===== config.mk =====
export PLATFORM = sky130hd
export DESIGN_NAME = m10k_source_loader
export DESIGN_NICKNAME = d
export VERILOG_FILES = /design/src/rtl/m10k_source_loader.sv
export SDC_FILE = /design/constraint.sdc
export NUM_CORES = 1
export LEC_CHECK = 0
export ABC_AREA = 1
export CORE_MARGIN = 2
export CORE_UTILIZATION = 60
export CTS_CLUSTER_DIAMETER = 40
export DETAILED_ROUTE_END_ITERATION = 10
export DONT_BUFFER_PORTS = 1
export PLACE_DENSITY = 0.87
export RECOVER_POWER = 25
export SYNTH_ARGS = -nofsm -noshare
export SYNTH_HDL_FRONTEND = slang
export SYNTH_SLANG_ARGS = --single-unit
export TNS_END_PERCENT = 10

===== constraint.sdc =====
create_clock -name clk -period 2.4 [get_ports clk]
set_input_delay 0.12 -clock clk [delete_from_list [all_inputs] [get_ports clk]]
set_output_delay 0.12 -clock clk [all_outputs]
set_load 0.02 [all_outputs]

===== src/rtl/m10k_source_loader.sv =====
// Streams one frame of upstream samples into the source M10K, then holds START
// until the compute stage reports the frame consumed.
module m10k_source_loader #(
  parameter int unsigned DATA_W = 8,
  parameter int unsigned ADDR_W = 8
) (
  input  logic              clk,
  input  logic              reset,
  input  logic              load_go,
  input  logic [ADDR_W:0]   frame_len,
  input  logic [DATA_W-1:0] in_data,
  input  logic              in_valid,
  output logic              in_ready,
  output logic [DATA_W-1:0] M10K_write_data_source,
  output logic [ADDR_W-1:0] M10K_write_address_source,
  output logic              M10K_write_source,
  output logic              START,
  input  logic              compute_done,
  output logic [ADDR_W:0]   loaded_count,
  output logic              busy
);

  localparam int unsigned CNT_W = ADDR_W + 1;
  localparam int unsigned DEPTH = 1 << ADDR_W;

  typedef enum logic [1:0] {S_IDLE, S_LOAD, S_FLUSH, S_RUN} state_t;

  state_t              r_state;
  state_t              w_state_nxt;
  logic [CNT_W-1:0]    r_len;
  logic [CNT_W-1:0]    r_count;
  logic [CNT_W-1:0]    w_count_inc;
  logic [CNT_W-1:0]    w_len_clamped;
  logic                w_go_ok;
  logic                w_accept;
  logic                r_wr_en;
  logic [ADDR_W-1:0]   r_wr_addr;
  logic [DATA_W-1:0]   r_wr_data;
  logic                r_start;
  logic                r_busy;

  assign w_count_inc   = r_count + CNT_W'(1);
  assign w_len_clamped = (frame_len > CNT_W'(DEPTH)) ? CNT_W'(DEPTH) : frame_len;
  assign w_go_ok       = (r_state == S_IDLE) && load_go && (frame_len != '0);
  assign w_accept      = (r_state == S_LOAD) && in_valid;

  // Next-state decode; requests outside their owning state fall through untouched.
  always_comb begin
    w_state_nxt = r_state;
    case (r_state)
      S_IDLE:  if (w_go_ok) w_state_nxt = S_LOAD;
      S_LOAD:  if (w_accept && (w_count_inc == r_len)) w_state_nxt = S_FLUSH;
      S_FLUSH: w_state_nxt = S_RUN;
      S_RUN:   if (compute_done) w_state_nxt = S_IDLE;
      default: w_state_nxt = S_IDLE;
    endcase
  end

  always_ff @(posedge clk) begin
    if (reset) r_state <= S_IDLE;
    else       r_state <= w_state_nxt;
  end

  // Write port trails the accepting edge by one cycle; address/data hold between beats.
  always_ff @(posedge clk) begin
    if (reset) begin
      r_len     <= '0;
      r_count   <= '0;
      r_wr_en   <= 1'b0;
      r_wr_addr <= '0;
      r_wr_data <= '0;
      r_start   <= 1'b0;
      r_busy    <= 1'b0;
    end else begin
      r_wr_en <= w_accept;
      r_start <= (w_state_nxt == S_RUN);
      r_busy  <= (w_state_nxt != S_IDLE);
      if (w_go_ok) begin
        r_len     <= w_len_clamped;
        r_count   <= '0;
        r_wr_addr <= '0;
      end
      if (w_accept) begin
        r_wr_addr <= r_count[ADDR_W-1:0];
        r_wr_data <= in_data;
        r_count   <= w_count_inc;
      end
    end
  end

  assign in_ready                  = (r_state == S_LOAD);
  assign M10K_write_source         = r_wr_en;
  assign M10K_write_address_source = r_wr_addr;
  assign M10K_write_data_source    = r_wr_data;
  assign START                     = r_start;
  assign busy                      = r_busy;
  assign loaded_count              = r_count;

endmodule


==> results.cfg, run 1 <==
[outcome]
outcome = finished with violations
violations = design-rule violations, negative hold slack

[detailed_routing]
totalWireLength_mm = 4.12
routedWlPerCell_um = 13.4
viasPerCell = 5.56
drc_errors = 2
vias = 1707
ant_nets = 0
drtIter0Drc = 132
firstDrtPassIters = 7

[timing]
fmax_mhz = 499
hold_ws_ns = -0.0173
setup_tns_ns = 0
min_period_ns = 2.01
skew_ns = 0.0140
setup_viol = 0
finalCritPeriodShare = 0.836
worst_pin_slew_ns = 0.682
final_hold_viol_count = 1
max-slew-margin-rel = 0.544
rsz0062_at_grt = no
slew_viol_final = 0

[worst_setup_path]
slowest_delay_ns = 0.56
worstPathCellList = nor2_1 -> nand3_2 -> nor2_1 -> nand2_1 -> dlygate4sd3_1 -> a21oi_1
crit_slowest_cell = dlygate4sd3_1
r2r_setup_slack_ns = 0.39
required_ns = 2.67
crit_path_start_kind = flip-flop
crit_type = reg2reg
cpMostUsedCell = nor2_1
endpoint_kind = flip-flop
cp_max_fo = 14
worstPathArrival_ns = 2.28

[clock_tree]
ctsResizeCount = 0
cts.clk_slew.worst_paths_ns = 0.12
cts_buffers = 5
cts_root_buffer = clkbuf_4
cts.sinks = 39
cts_tree = yes
clock_latency_ns = 0.35
cts_buffer_depth = 2
htreeDepth = 2

[layout]
syn2layout_area_growth_pct = 15.8
fillerInstances = 211
drive_gt1_frac = 0.0906
nets = 298
diodes = 0

[floorplanning]
coreArea_mm2 = 0.00281
die_w_um = 58.7
placementRows = 19
ios = 51
die_area_mm2 = 0.00344
fp.dieH_um = 58.7
start_util = 0.639

[power]
pwr_density_cell_mw_per_mm2 = 630
power_leakage_nw = 0.832
irDropWorstVdd_uv = 531

[synth]
yosys.area.top_type_share = 0.435
ys_seq_area_frac = 0.435
postSynthNetCount = 279
ys_warn_count = 0
netlist_top_cells_area = dfxtp_1, nand2_1, nand3_1, nor2_1, o21ai_0
synth_cell_types = 24
yosys.area.top_type = dfxtp_1
synthCells = 256
avgSynthCellArea_um2 = 7.00
synth_area_mm2 = 0.00179
synth-seq-cells = 39

[global_route]
grt_use_met3 = 0.0747
grt_pass1_wl_mm = 6.93
grtUsageMet2 = 0.464
busiest_layer = met2
antenna_found_initial = 0
grt_pass1_vias = 1651
grt_max_degree = 21
grt_usage = 0.260
gr-usage-met1 = 0.300
grt-ovfl-total = 0

[job]
cap_violations = 0

[hold_path]
hold_class = in2reg

[placed_design]
io_buffers = 0
dp_hpwl_mm = 2.73
place_congestion = 0.928
-- metrics by stage --
step | total power [mW] | setup slack [ns] | area [um^2] | std cells | util
after global placement | 0.830 | 0.642 | 1810 | 281 | 0.645
final | 1.31 | 0.395 | 2080 | 307 | 0.740
after CTS | 1.31 | 0.436 | 2080 | 307 | 0.740
after global routing | 1.37 | 0.240 | 2080 | 307 | 0.740
after detailed placement | 0.833 | 0.612 | 1810 | 281 | 0.645
after floorplan | 0.815 | 0.607 | 1790 | 256 | -
-- final cells by class --
class | instances | area (um^2) | share of cell area
Clock buffer | 6 | 51.3 | 0.0247
Tap cell | 31 | 38.8 | 0.0187
Inverter | 26 | 97.6 | 0.0470
Multi-Input combinational cell | 183 | 877 | 0.423
Timing Repair Buffer | 20 | 195 | 0.0940
Clock inverter | 2 | 35.0 | 0.0169
Sequential cell | 39 | 781 | 0.376
-- cell families after synthesis --
logic type,synth area share
AOI/OAI and AO/OA,0.133
xor gates and xnor gates,0.00489
adders and majority gates,0.00698
buffers and inverters,0.0754
DFF,0.435
and+or+nand+nor,0.345
-- what timing repair did --
action | 4_1_cts | 5_1_grt
hold buffers | 18 | 0
hold endpoints to repair | 28 | 0
buffers inserted | 0 | 0
-- worst paths after layout --
path,cells past startpoint,from,end
min reg2reg,2,r_len[8],r_len[8]
max reg2reg,6,r_state[0],r_len[3]
max,6,r_state[0],r_len[3]
min,2,frame_len[6],r_len[6]
-- report_power, final --
group          internal [mW]  total [mW]  switching [mW]
Combinational         0.0537       0.141          0.0872
Sequential             0.675       0.708          0.0333
Clock                  0.246       0.458           0.212
Total                  0.974        1.31           0.332
-- sequential cells by signal (all words and copies together), names as in the netlist --
register and flops:
M10K_write_address_source 8, M10K_write_data_source 8, M10K_write_source 1, START 1, busy 1, loaded_count 9, r_len 9, r_state 2
-- worst max-delay path: cells and delay by family (launching register included) --
kind	cells	cell delay [ns]
simple gates	4	0.90
buf+inv	1	0.56
flops	1	0.35
compound gates	1	0.11
-- cell usage in the layout, fill, tap and decap left out --
master / synthesis / final
nand2_1: 59 / 59
inv_1: 23 / 23
buf_4: 1 / 2
nand2_2: 7 / 7
dfxtp_1: 39 / 39
a21oi_1: 16 / 16
a211oi_1: 4 / 4
clkbuf_8: 0 / 1
clkbuf_4: 0 / 5
clkinv_2: 0 / 1
nand3b_1: 2 / 2
nor2_1: 32 / 32
nand4_1: 2 / 2
o21ai_1: 1 / 1
ha_1: 1 / 1
o21ai_0: 19 / 19
nand3_2: 1 / 1
bufinv_16: 0 / 1
a31oi_1: 3 / 3
dlygate4sd3_1: 0 / 18
o32ai_1: 1 / 1
nor3_1: 2 / 2
nand3_1: 28 / 28
inv_2: 3 / 3
xnor2_1: 1 / 1
nor2_4: 4 / 4
-- cells in the mapped netlist, drive strengths merged --
cell	number
a31oi	3
dfxtp	39
inv	26
a211oi	4
clkbuf	5
nand4	2
ha	1
a21oi	16
o21ai	20
nand3b	2
nand3	29
nor2	36
nor3	2
xnor2	1
buf	3
o32ai	1
nand2	66
-- metal layers --
layer  share of wire  vias to the layer above  routed length (um)
li1                -                      873                   -
met1            0.42                      767                1730
met2            0.50                       60                2080
met3           0.062                        7                 257
met4           0.013                        0                  55
met5               0                        -                   0
No activity file was read; power rests on OpenSTA's default activity.
==> run 2, diff against run 1 <==
--- a/config.mk
+++ b/config.mk
@@ -5,7 +5,7 @@
 export SDC_FILE = /design/constraint.sdc
 export NUM_CORES = 1
 export LEC_CHECK = 0
-export ABC_AREA = 1
+export ABC_AREA = 0
 export CORE_MARGIN = 2
 export CORE_UTILIZATION = 60
 export CTS_CLUSTER_DIAMETER = 40
==> constraint.sdc (replaced) <==
create_clock -name clk -period 2 [get_ports clk]
set_input_delay 0.1 -clock clk [delete_from_list [all_inputs] [get_ports clk]]
set_output_delay 0.1 -clock clk [all_outputs]
set_load 0.02 [all_outputs]
==> results.cfg, run 2 <==
[clock_tree]
htreeDepth = 2
cts_buffers = 5
cts.clk_slew.worst_paths_ns = 0.13
ctsHoldBuffers = 21
cts_buffer_depth = 2
postCtsSetupBuffers = 0
cts_tree = yes
cts.sinks = 39
clock_latency_ns = 0.36
ctsResizeCount = 0
cts_root_buffer = clkbuf_4

[power]
p_int_mw = 1.01
irDropWorstVdd_uv = 493
power_leakage_nw = 0.755
switching_share = 0.287
pwr_density_cell_mw_per_mm2 = 660
pwr-share-seq = 0.585
clkPwrFrac = 0.293
power.switching_uw = 405
comb_power_share = 0.122

[synth]
async_flop_share = 0
synth-edff-count = 0
avgSynthCellArea_um2 = 8.53
synthCells = 217
post-synth-top-count-cell = nand2_1
synth_common_cells = nand2_1, dfxtp_1, a21oi_1
ys_seq_area_frac = 0.422
yosys.area.top_type_share = 0.422
ys_warn_count = 0
yosys.area.top_type = dfxtp_1
synth_area_mm2 = 0.00185
synth-seq-cells = 39
netlist_top_cells_area = dfxtp_1, a21oi_1, nand2_1, nand3_1, xnor2_1
synth_cell_types = 43
ys.flop_type = dfxtp_1
postSynthNetCount = 240

[layout]
layout_commonest_cell = nand2_1
post-route-util = 0.713
nets = 267
final_cell_mix = nand2_1, dfxtp_1, a21oi_1
drive_gt1_frac = 0.163
diodes = 0
multiInputGateArea_um2 = 938
fillerInstances = 219
seq_area_um2 = 781
syn2layout_area_growth_pct = 15.5

[job]
cap_violations = 0

[timing]
worst_pin_slew_ns = 0.729
setup_viol = 0
finalCritPeriodShare = 0.921
hold_ws_ns = 0.0512
setup_tns_ns = 0
skew_ns = 0.0125
final_hold_viol_count = 0
min_period_ns = 1.84
slew_viol_final = 0
fmax_mhz = 543
rsz0062_at_grt = no
max-slew-margin-rel = 0.514

[detailed_routing]
viasPerCell = 6.03
drtIter0Drc = 98
totalWireLength_mm = 4.46
vias = 1675
drc_errors = 0
ant_nets = 0
routedWlPerCell_um = 16.1
firstDrtPassIters = 4

[global_route]
grt_pass1_wl_mm = 7.31
antenna_found_initial = 0
grt-ovfl-total = 0
grt_usage = 0.275
grt_pass1_vias = 1612
grt_max_degree = 38

[placed_design]
io_buffers = 0
dp_hpwl_mm = 2.84
place_congestion = 0.913

[floorplanning]
ios = 51
die_w_um = 59.6
placementRows = 20
coreArea_mm2 = 0.00300
fp.dieH_um = 59.6
start_util = 0.617
die_area_mm2 = 0.00355

[worst_setup_path]
r2r-end = r_state[0]
crit_path_start_kind = flip-flop
crit_type = reg2reg
worstRegToRegCells = 6
reg2reg_from = loaded_count[1]
required_ns = 2.23
endpoint_kind = flip-flop
crit_start = loaded_count[1]
crit_path_end = r_state[0]
cp_max_fo = 8
worstPathArrival_ns = 2.07
r2r_setup_slack_ns = 0.16

[outcome]
outcome = finished, final reports clean

[hold_path]
min_from = load_go
hold_class = in2reg
-- run 2: cell count changes after synthesis, sizes merged, moves of 13 or more --
cell   previous run  this run
nor2             36        10
nand3            29        16
nand2            66        42
inv              26         3
o21ai            20         5
a21oi            16        31
-- run 2: critical path, stage by stage (launching register included) --
cell and delay, ns:
dfxtp_1 0.37, ha_1 0.31, nand3_2 0.17, o21ai_0 0.23
o31ai_2 0.11, nor4_2 0.36, a21boi_0 0.15
-- run 2: how the worst min path moves through the flow --
| stage | end | slack, ns | cells past startpoint |
|---|---|---|---|
| 2_1_floorplan | busy | 0.23 | 1 |
| 3_3_place_gp | r_len[8] | 0.17 | 1 |
| 3_5_place_dp | r_len[8] | 0.17 | 1 |
| 4_1_cts | busy | 0.03 | 2 |
| 5_1_grt | busy | 0.07 | 2 |
| 6_report | busy | 0.05 | 2 |
-- run 2: through the flow --
| stage | std cells | instance area [um^2] | setup slack [ns] | power [mW] |
|---|---|---|---|---|
| after floorplan | 217 | 1850 | 0.220 | 0.953 |
| after global placement | 249 | 1880 | 0.392 | 0.964 |
| after detailed placement | 249 | 1880 | 0.304 | 0.968 |
| after CTS | 278 | 2150 | 0.257 | 1.41 |
| after global routing | 278 | 2140 | 0.0606 | 1.47 |
| final | 278 | 2140 | 0.158 | 1.41 |
-- run 2: final cells by class --
cell class | count | share of cell area
multi-input cells | 160 | 0.439
flip-flops and latches | 39 | 0.365
repair buffers | 35 | 0.145
well taps | 33 | 0.0193
clock buffers | 5 | 0.0175
clock inverters | 3 | 0.00936
inverters | 3 | 0.00526
-- run 2: cells by family (layout without fill, tap and decap cells) --
group	count (synthesis)	in the layout	share of synthesized area
buffers and inverters	18	46	0.0716
AO/OA/AOI/OAI	54	54	0.178
AND/OR/NAND/NOR	95	95	0.275
adder cells (fa/ha/maj)	1	1	0.00676
flip-flops	39	39	0.422
XOR/XNOR	10	10	0.0473
-- run 2: per-layer routing --
layer,part of all wire,vias to the layer above,track usage
met4,0.017,0,0.0952
met5,0,-,0
met2,0.49,66,0.460
li1,-,819,-
met1,0.40,779,0.336
met3,0.089,11,0.0830
-- run 2: power groups by stage --
stage | clock network, mW | registers, mW | logic [mW]
after floorplan | 0 | 0.842 | 0.110
final | 0.414 | 0.826 | 0.173
after global placement | 0 | 0.842 | 0.122
after detailed placement | 0 | 0.843 | 0.125
after global routing | 0.454 | 0.830 | 0.189
after CTS | 0.414 | 0.826 | 0.174
